[src/rtl/pieo_enq_tracker_pkg.sv]
// Shared types and helpers for the PIEO enqueue tracker.
// FSM states, FIFO id type, and round-robin pointer arithmetic.
package pieo_enq_tracker_pkg;

  localparam int DEF_NUM_FIFO = 3;
  localparam int DEF_ID_LOG   = 2;

  typedef logic [DEF_ID_LOG-1:0] fifo_id_t;

  typedef enum logic {
    ST_IDLE  = 1'b0,
    ST_OFFER = 1'b1
  } state_e;

  function automatic int rr_next(
    input int cur,
    input int num
  );
    return (cur + 1 >= num) ? 0 : cur + 1;
  endfunction

endpackage

[src/rtl/pieo_enq_tracker_rr_pick_first.sv]
// Rotate-priority encoder: first set request at or above start,
// wrapping past NUM_FIFO-1 back to 0.
module rr_pick_first #(
  parameter int NUM_FIFO = 3,
  parameter int ID_LOG   = 2
) (
  input  logic [NUM_FIFO-1:0] req,
  input  logic [ID_LOG-1:0]   start,
  output logic                found,
  output logic [ID_LOG-1:0]   idx
);

  localparam logic [ID_LOG:0] NF = (ID_LOG+1)'(NUM_FIFO);

  // scan NUM_FIFO positions starting at start, keep the first hit
  always_comb begin
    found = 1'b0;
    idx   = '0;
    for (int k = 0; k < NUM_FIFO; k++) begin
      automatic logic [ID_LOG:0] s;
      automatic logic [ID_LOG-1:0] j;
      s = {1'b0, start} + (ID_LOG+1)'(k);
      if (s >= NF) s = s - NF;
      j = ID_LOG'(s);
      if (!found && req[j]) begin
        found = 1'b1;
        idx   = j;
      end
    end
  end

endmodule

[src/rtl/pieo_enq_tracker.sv]
// Round-robin enqueue scheduler sharing one PIEO enqueue port.
// Tracks resident flows so each has at most one element in flight.
module pieo_enq_tracker
  import pieo_enq_tracker_pkg::*;
#(
  parameter int NUM_FIFO = DEF_NUM_FIFO,
  parameter int ID_LOG   = DEF_ID_LOG
) (
  input  logic                clk,
  input  logic                rst,
  input  logic [NUM_FIFO-1:0] fifo_not_empty,
  input  logic                pieo_enq_trigger,
  input  logic                pieo_deq_valid,
  input  logic [ID_LOG-1:0]   pieo_deq_fifo_id,
  output logic                fifos_not_enq_flag,
  output logic [ID_LOG-1:0]   fifo_id,
  output logic [NUM_FIFO-1:0] in_pieo,
  output logic [ID_LOG:0]     in_pieo_count,
  output logic                err
);

  localparam logic [ID_LOG:0] NF = (ID_LOG+1)'(NUM_FIFO);

  state_e              state;
  state_e              state_nxt;
  logic [ID_LOG-1:0]   rr_ptr;
  logic [ID_LOG-1:0]   rr_nxt;
  logic [ID_LOG-1:0]   id_nxt;
  logic                flag_nxt;
  logic [NUM_FIFO-1:0] eligible;
  logic [NUM_FIFO-1:0] in_nxt;
  logic [ID_LOG:0]     cnt_nxt;
  logic                err_nxt;
  logic                found;
  logic [ID_LOG-1:0]   pick;
  logic                enq_fire;

  assign eligible = fifo_not_empty & ~in_pieo;
  assign enq_fire = (state == ST_OFFER) && pieo_enq_trigger;

  rr_pick_first #(
    .NUM_FIFO (NUM_FIFO),
    .ID_LOG   (ID_LOG)
  ) u_pick (
    .req   (eligible),
    .start (rr_ptr),
    .found (found),
    .idx   (pick)
  );

  // residency bitmap: set on enqueue first, then clear on dequeue
  always_comb begin
    in_nxt  = in_pieo;
    err_nxt = err;
    cnt_nxt = '0;
    if (pieo_enq_trigger && state != ST_OFFER) err_nxt = 1'b1;
    if (enq_fire) in_nxt[fifo_id] = 1'b1;
    if (pieo_deq_valid) begin
      if ({1'b0, pieo_deq_fifo_id} >= NF) begin
        err_nxt = 1'b1;
      end else begin
        if (!in_pieo[pieo_deq_fifo_id]) err_nxt = 1'b1;
        in_nxt[pieo_deq_fifo_id] = 1'b0;
      end
    end
    for (int i = 0; i < NUM_FIFO; i++) begin
      cnt_nxt = cnt_nxt + (ID_LOG+1)'(in_nxt[i]);
    end
  end

  // offer FSM: pick in IDLE, hold in OFFER until trigger or withdraw
  always_comb begin
    state_nxt = state;
    flag_nxt  = fifos_not_enq_flag;
    id_nxt    = fifo_id;
    rr_nxt    = rr_ptr;
    unique case (state)
      ST_IDLE: begin
        flag_nxt = 1'b0;
        if (found) begin
          state_nxt = ST_OFFER;
          flag_nxt  = 1'b1;
          id_nxt    = pick;
        end
      end
      ST_OFFER: begin
        if (pieo_enq_trigger) begin
          state_nxt = ST_IDLE;
          flag_nxt  = 1'b0;
          rr_nxt    = ID_LOG'(rr_next(int'(fifo_id), NUM_FIFO));
        end else if (!fifo_not_empty[fifo_id]) begin
          state_nxt = ST_IDLE;
          flag_nxt  = 1'b0;
        end
      end
      default: begin
        state_nxt = ST_IDLE;
        flag_nxt  = 1'b0;
      end
    endcase
  end

  // state, pointer, offer, bitmap, count and sticky error registers
  always_ff @(posedge clk or posedge rst) begin
    if (rst) begin
      state              <= ST_IDLE;
      rr_ptr             <= '0;
      fifos_not_enq_flag <= 1'b0;
      fifo_id            <= '0;
      in_pieo            <= '0;
      in_pieo_count      <= '0;
      err                <= 1'b0;
    end else begin
      state              <= state_nxt;
      rr_ptr             <= rr_nxt;
      fifos_not_enq_flag <= flag_nxt;
      fifo_id            <= id_nxt;
      in_pieo            <= in_nxt;
      in_pieo_count      <= cnt_nxt;
      err                <= err_nxt;
    end
  end

endmodule

[config.mk]
export PLATFORM = sky130hd
export DESIGN_NAME = pieo_enq_tracker
export DESIGN_NICKNAME = d
export VERILOG_FILES = /design/src/rtl/pieo_enq_tracker_pkg.sv /design/src/rtl/pieo_enq_tracker_rr_pick_first.sv /design/src/rtl/pieo_enq_tracker.sv
export SDC_FILE = /design/constraint.sdc
export NUM_CORES = 1
export LEC_CHECK = 0
export CAP_MARGIN = 10
export CORE_UTILIZATION = 46
export DETAILED_ROUTE_END_ITERATION = 8
export PLACE_DENSITY = 0.76
export SYNTH_ARGS = -nofsm -noshare
export SYNTH_HDL_FRONTEND = slang
export SYNTH_SLANG_ARGS = --single-unit
[constraint.sdc]
create_clock -name clk -period 2.55 [get_ports clk]
set_input_delay 0.51 -clock clk [delete_from_list [all_inputs] [get_ports clk]]
set_output_delay 0.51 -clock clk [all_outputs]
set_load 0.05 [all_outputs]
==> results by group, run 1 <==
Critical path
  • Slack of the worst reg-to-reg path: 0.51 ns
  • Setup crit end kind: output port
  • Worst reg2reg startpoint: rr_ptr[0]$_DFFE_PP0N_
  • Crit path cell chain: clkdlybuf4s50_1
  • Cell count along the critical path: 1
  • Slowest cell on crit path: clkdlybuf4s50_1
  • FF-to-FF End: state$_DFF_PP0_
  • Crit start category: flop
  • CP Buf/Inv Count: 1
  • Crit path max fanout: 7
  • End point of the critical path: fifo_id[1]
  • Start point of the critical path: fifo_id[1]$_DFFE_PP0P_
  • Crit path max-delay family: buffers and inverters
  • WP data arrival: 1.56 ns
  • Worst Path Class, Setup: reg2out
  • Required time of the critical path: 2.04 ns
  • R2R cell count: 7
  • Crit-path max cell delay: 0.84 ns

GRT
  • All-Layer GR Usage: 20.1%
  • Largest net degree at the start of global routing: 13
  • First-pass GRT wire length: approximately 2600 microns
  • Initial antenna violation count: 0
  • Global route overflow: 0
  • Vias in the first global route: 600

Route
  • Remaining routing DRC violations: 0
  • DR vias/cell: 5.50
  • Final ANT Viol Nets: 0
  • Initial drt markers: 8
  • Drt total wl: 1490 microns
  • WL/cell: 13.0 microns
  • Router iterations before antenna repair: 4
  • Vias: roughly 630

Synth
  • Cell taking the most area after synthesis: dfrtp_1
  • Yosys reg bits: 12
  • Top post-synthesis cells by area: dfrtp_1, inv_1, ha_1
  • Count leader, synth: dfrtp_1
  • Largest family of logic cells by synthesized area: compound AO/OA/AOI/OAI gates
  • Fraction of synthesized area in multiplexers: between 2 and 3%
  • Syn Area/Cell: 9.30 sq um
  • Simple-gate portion of the synthesized area: 20.4%
  • Cell Area, Synth: 734 sq um
  • Main synth FF type: dfrtp_1
  • Sequential share of the synthesized area: 40.9%
  • Gate Count Post-Synth: 79
  • Compound-Gate Fraction of Synth Area: between 20% and 30%
  • Xor/xnor share of the synthesized area: 0%
  • Ys async rst share: 100%
  • Top-area cell type share of the netlist area: 40.9%
  • Top cells by count, synth: dfrtp_1, inv_1, a21oi_1
  • Synth cell types: 30
  • Post-synth EDFFs: 0
  • Yosys warns: 0
  • Synth Area in Adders: 7.84%
  • Synth Net Count: 92

CTS
  • Worst-Skew Late Latency: 0.27 ns
  • Hold-fix buffers at CTS: 0
  • Post-CTS sizing: 0
  • Root Buffer: clkbuf_4
  • CTS sink cnt: 12
  • Clock slew at reported path FFs: roughly 0.080 ns
  • Clock buffer count from CTS: 3
  • TritonCTS clock tree: built
  • H-tree Lvls: 1
  • CTS Buffer Depth: 2
  • Postcts setup bufs: 0

Floorplanning
  • Core footprint: about 0.0015 sq mm
  • Die height: between 40 and 50 microns
  • IO Pins: 19
  • Initial Utilization: 48.8%
  • DIE AREA: ~0.0018 sq mm
  • Site Rows: 14
  • Die X: 42.0 microns

Power
  • Cell Int Power: 0.000705 W
  • Psw: 0.000662 W
  • Clock share of power: ~11%
  • Switching Share: 48.4%
  • Comb pwr share: 62.3%
  • Sequential power share: 26.9%
  • PD cells: ~1400 mW/mm^2
  • LEAKAGE: 0.447 nW
  • Maximum VDD drop: 808 uV

Timing
  • Final Hold Viols: 0
  • WHS: 0.487 ns
  • Worst-margin pin slew: about 0.50 ns
  • Fin crit period: 2.07 ns
  • # setup viols final: 0
  • Final Cycle Share: between 80 and 90%
  • Fin. max-slew vios: 0
  • RSZ-0062 raised after global routing: no
  • Max-slew headroom: 66.5%
  • Clock Skew: a little under 0.007 ns
  • Setup TNS: 0 ns
  • F_max: 0.483 GHz

Hold path
  • Type of the worst min-delay path: reg2reg

Run
  • MaxCap Viol Count: 0

Place
  • DP Area: about 920 sq um
  • PortBufs: 17
  • Final HPWL DP: approximately 1200 microns
  • Gp weighted congestion: 0.869

Cells and area
  • Fin util: 63.3%
  • N_diodes: 0
  • Design area: approximately 950 sq um
  • Layout fillers: between 100 and 150
  • Fraction of layout cells with a size suffix above 1: 6.06%
  • P&R area growth vs syn: 29.8%
  • # nets final: 113

Status
  • Status: finished, final reports clean
-- cell usage in the layout (no fill, tap or decap), drive strengths merged, types with 2 or more instances in the layout --
cell type       n
a21o            4
a21oi           6
a31oi           2
clkbuf          4
clkdlybuf4s50  17
dfrtp          12
ha              3
inv            11
mux2i           2
nand2           4
nand2b          3
nand3b          2
nor2            2
nor2b           4
nor3            4
o21a            2
o21ai           3
o22a            2
-- worst register-to-register path, delay by kind of cell (launching register included) --
family,cells,cell delay [ns]
fa+ha+maj,1,0.39
flops,1,0.38
simple gates,3,0.76
buf+inv,1,0.07
compound gates,2,0.34
-- logic make-up (layout without fill, tap and decap cells) --
logic type      after synthesis  in the layout
flops                        12             12
other cells                   1              1
compound gates               23             23
fa+ha+maj                     4              4
simple gates                 25             25
buf+inv                      12             32
mux                           2              2
-- cell type report --
cell class / instances / area [sq um] / share of cell area, %
Clock buffer: 4 / 36.3 / 3.81
Inverter: 11 / 41.3 / 4.33
Multi-Input combinational cell: 55 / 385 / 40.4
Sequential cell: 12 / 300 / 31.5
Tap cell: 16 / 20.0 / 2.10
Timing Repair Buffer: 17 / 170 / 17.8
-- registers in the layout, summed over array words and instances (netlist names) --
register	cells
err	1
fifo_id	2
fifos_not_enq_flag	1
in_pieo	3
in_pieo_count	2
rr_ptr	2
state	1
-- power groups by stage --
stage               Sequential, W  Combinational (W)  Clock [W]
global route             0.000385           0.000933   0.000157
finish                   0.000368           0.000852   0.000147
global placement         0.000371           0.000839          0
floorplan                0.000560           0.000426          0
CTS                      0.000368           0.000857   0.000150
detailed placement       0.000371           0.000853          0
-- worst min-delay path by stage --
stage	start	endpoint	slack, ns	depth (start not counted)
finish	err$_DFF_PP0_	err$_DFF_PP0_	0.49	2
global route	fifos_not_enq_flag$_DFFE_PP0P_	fifos_not_enq_flag$_DFFE_PP0P_	0.52	1
CTS	err$_DFF_PP0_	err$_DFF_PP0_	0.49	2
detailed placement	err$_DFF_PP0_	err$_DFF_PP0_	0.48	2
global placement	fifos_not_enq_flag$_DFFE_PP0P_	fifos_not_enq_flag$_DFFE_PP0P_	0.47	1
floorplan	rst	err$_DFF_PP0_	0.37	1
-- routing by layer --
metal,routed length (microns),GRT usage [%],up-vias
met1,702,25.6,303
li1,-,-,314
met5,0,0,-
met2,743,32.8,13
met4,15,9.68,0
met3,33,3.91,2
-- stage by stage --
step	power (W)	cells	worst slack (ns)
6_report	0.00137	115	0.479
4_1_cts	0.00138	115	0.467
3_5_place_dp	0.00122	111	0.285
2_1_floorplan	0.000987	79	0.694
5_1_grt	0.00148	115	0.337
3_3_place_gp	0.00121	111	0.304
Note: power is estimated with default switching activity, not from simulation.
==> run 2: changes to the inputs <==
==> constraint.sdc (replaced) <==
create_clock -name clk -period 2.1 [get_ports clk]
set_input_delay 0.42 -clock clk [delete_from_list [all_inputs] [get_ports clk]]
set_output_delay 0.42 -clock clk [all_outputs]
set_load 0.05 [all_outputs]
==> run 2 against run 1 <==
  * Sequential share of layout area decreased by 0.73 points
  * Count of clock-buffer cells in the layout unchanged
  * Utilization increased by 1.5 points
  * Register-to-register slack got worse by 0.33 ns
  * Highest routed layer unchanged
  * First-iteration DRC count increased by 130%
  * Setup slack got worse by 0.37 ns
  * Sequential power increased by 24%
  * Clock skew decreased by 0.0044 ns
==> results by group, run 2 (synthesis gave the netlist of run 1 again) <==
Power
  • PD cells: 1740 mW/mm^2 (+21%)
  • Clock share of power: 10.9% (about the same)
  • LEAKAGE: 0.461 nW (+3.1%)
  • Switching Share: 48.5% (+0.094 points)
  • Comb pwr share: 62.2% (about the same)
  • Cell Int Power: 0.000875 W (+24%)
  • Maximum VDD drop: 1060 uV (+31%)
  • Sequential power share: 26.8% (about the same)
  • Psw: 0.000824 W (+24%)

Cells and area
  • Number of flip-flops in the largest register: 3 (unchanged)
  • P&R area growth vs syn: 32.9%
  • Top reg by flops: in_pieo
  • Finished Layout Cells: 118 (+2.6%)
  • Fin util: 64.8% (+1.5 points)
  • Fraction of layout cells with a size suffix above 1: 8.82% (+2.8 points)
  • Commonest non-fill, non-tap cell in the layout: clkdlybuf4s50_1
  • Most frequent cells in the layout: clkdlybuf4s50_1, dfrtp_1, inv_1, a21oi_1
  • # nets final: 116 (+2.7%)
  • Design area: 976 sq um (+2.4%)
  • N_diodes: 0 (unchanged)

Floorplanning
  • DIE AREA: 0.00176 sq mm (unchanged)
  • Site Rows: 14 (unchanged)
  • IO Pins: 19 (unchanged)
  • Core footprint: 0.00151 sq mm (unchanged)
  • Die height: 42.0 microns (unchanged)
  • Die X: 42.0 microns (unchanged)
  • Initial Utilization: 48.8% (unchanged)

Route
  • Remaining routing DRC violations: 0 (unchanged)
  • Initial drt markers: 18 (+10)
  • Drt total wl: 1600 microns (+7.2%)
  • Router iterations before antenna repair: 4 (unchanged)
  • Final ANT Viol Nets: 0 (unchanged)
  • WL/cell: 13.6 microns (+4.5%)
  • DR vias/cell: 5.47 (-0.38%)
  • Vias: 646 (+2.2%)

Critical path
  • Required time of the critical path: 1.68 ns (-0.36 ns)
  • CP Buf/Inv Count: 1 (unchanged)
  • Crit start category: flop
  • Worst Path Class, Setup: reg2out
  • WP data arrival: 1.57 ns (about the same)
  • Crit path cell chain: clkdlybuf4s50_1
  • Crit-path max cell delay: 0.84 ns (about the same)
  • Slowest cell on crit path: clkdlybuf4s50_1
  • Setup crit end kind: output port
  • Crit path max fanout: 6 (-1)
  • Crit path max-delay family: buffers and inverters

Run
  • MaxCap Viol Count: 0 (unchanged)

Place
  • PortBufs: 17 (unchanged)
  • DP Area: 940 sq um (+2.5%)
  • Gp weighted congestion: 0.834 (-4.0%)
  • Final HPWL DP: 1290 microns (+6.6%)
  • DP Cell Count: 114 (+2.7%)

CTS
  • Post-CTS sizing: 0 (unchanged)
  • Postcts setup bufs: 0 (unchanged)
  • TritonCTS clock tree: built
  • Worst-Skew Late Latency: 0.28 ns (about the same)
  • H-tree Lvls: 1 (unchanged)
  • Clock buffer count from CTS: 3 (unchanged)
  • Root Buffer: clkbuf_4
  • CTS sink cnt: 12 (unchanged)
  • Clock slew at reported path FFs: 0.08 ns (about the same)
  • CTS Buffer Depth: 2 (unchanged)
  • Hold-fix buffers at CTS: 0 (unchanged)

Timing
  • Final Hold Viols: 0 (unchanged)
  • Clock Skew: 0.00252 ns (-0.00436 ns)
  • Worst-margin pin slew: 0.501 ns (+0.000530 ns)
  • RSZ-0062 raised after global routing: no
  • # setup viols final: 0 (unchanged)
  • Final Cycle Share: 94.7%
  • F_max: 0.503 GHz
  • Setup TNS: 0 ns (unchanged)
  • Fin. max-slew vios: 0 (unchanged)
  • WHS: 0.446 ns (-0.0403 ns)
  • Max-slew headroom: 66.5% (about the same)
  • Fin crit period: 1.99 ns

Hold path
  • Type of the worst min-delay path: in2async

GRT
  • Global route overflow: 0 (unchanged)
  • First-pass GRT wire length: 2650 microns (+2.4%)
  • Initial antenna violation count: 0 (unchanged)
  • Largest net degree at the start of global routing: 13 (unchanged)
  • All-Layer GR Usage: 21.0% (+0.83 points)
  • Vias in the first global route: 614 (+2.3%)

Status
  • Status: finished, final reports clean
run 2: per-stage QoR:
stage          total power, W  setup slack [ns]
3_3_place_gp          0.00149          -0.00959
2_1_floorplan         0.00120             0.244
6_report              0.00170             0.111
3_5_place_dp          0.00151           -0.0365
4_1_cts               0.00170            0.0973
5_1_grt               0.00182           0.00441
run 2: final timing paths:
kind / start / endpoint / slack (ns) / cells after the start
max in group asynchronous: rst / in_pieo[0]$_DFF_PP0_ / 1.34 / 2
min reg2reg: err$_DFF_PP0_ / err$_DFF_PP0_ / 0.48 / 2
max: fifo_id[0]$_DFFE_PP0P_ / fifo_id[0] / 0.11 / 1
min: rst / in_pieo_count[0]$_DFF_PP0_ / 0.45 / 2
min in group clk: err$_DFF_PP0_ / err$_DFF_PP0_ / 0.48 / 2
max reg2reg: rr_ptr[0]$_DFFE_PP0N_ / state$_DFF_PP0_ / 0.18 / 7
run 2: cell type report:
type / count / area (sq um)
Clock buffer: 4 / 36.3
Tap cell: 16 / 20.0
Inverter: 11 / 41.3
Timing Repair Buffer: 20 / 193
Multi-Input combinational cell: 55 / 385
Fill cell: 128 / 531
Sequential cell: 12 / 300
run 2: metal layers:
metal	vias to the layer above	share of wire [%]	track usage [%]
met5	-	0	0
met4	0	1.9	7.74
met3	4	6.1	8.26
met2	22	49	35.0
met1	297	43	24.1
li1	323	-	-
run 2: power groups by stage:
stage / clock [W] / sequential (W) / combinational, W
after global routing: 0.000200 / 0.000472 / 0.00115
after detailed placement: 0 / 0.000460 / 0.00105
after floorplan: 0 / 0.000680 / 0.000518
after global placement: 0 / 0.000456 / 0.00104
after CTS: 0.000190 / 0.000458 / 0.00106
final: 0.000186 / 0.000456 / 0.00106
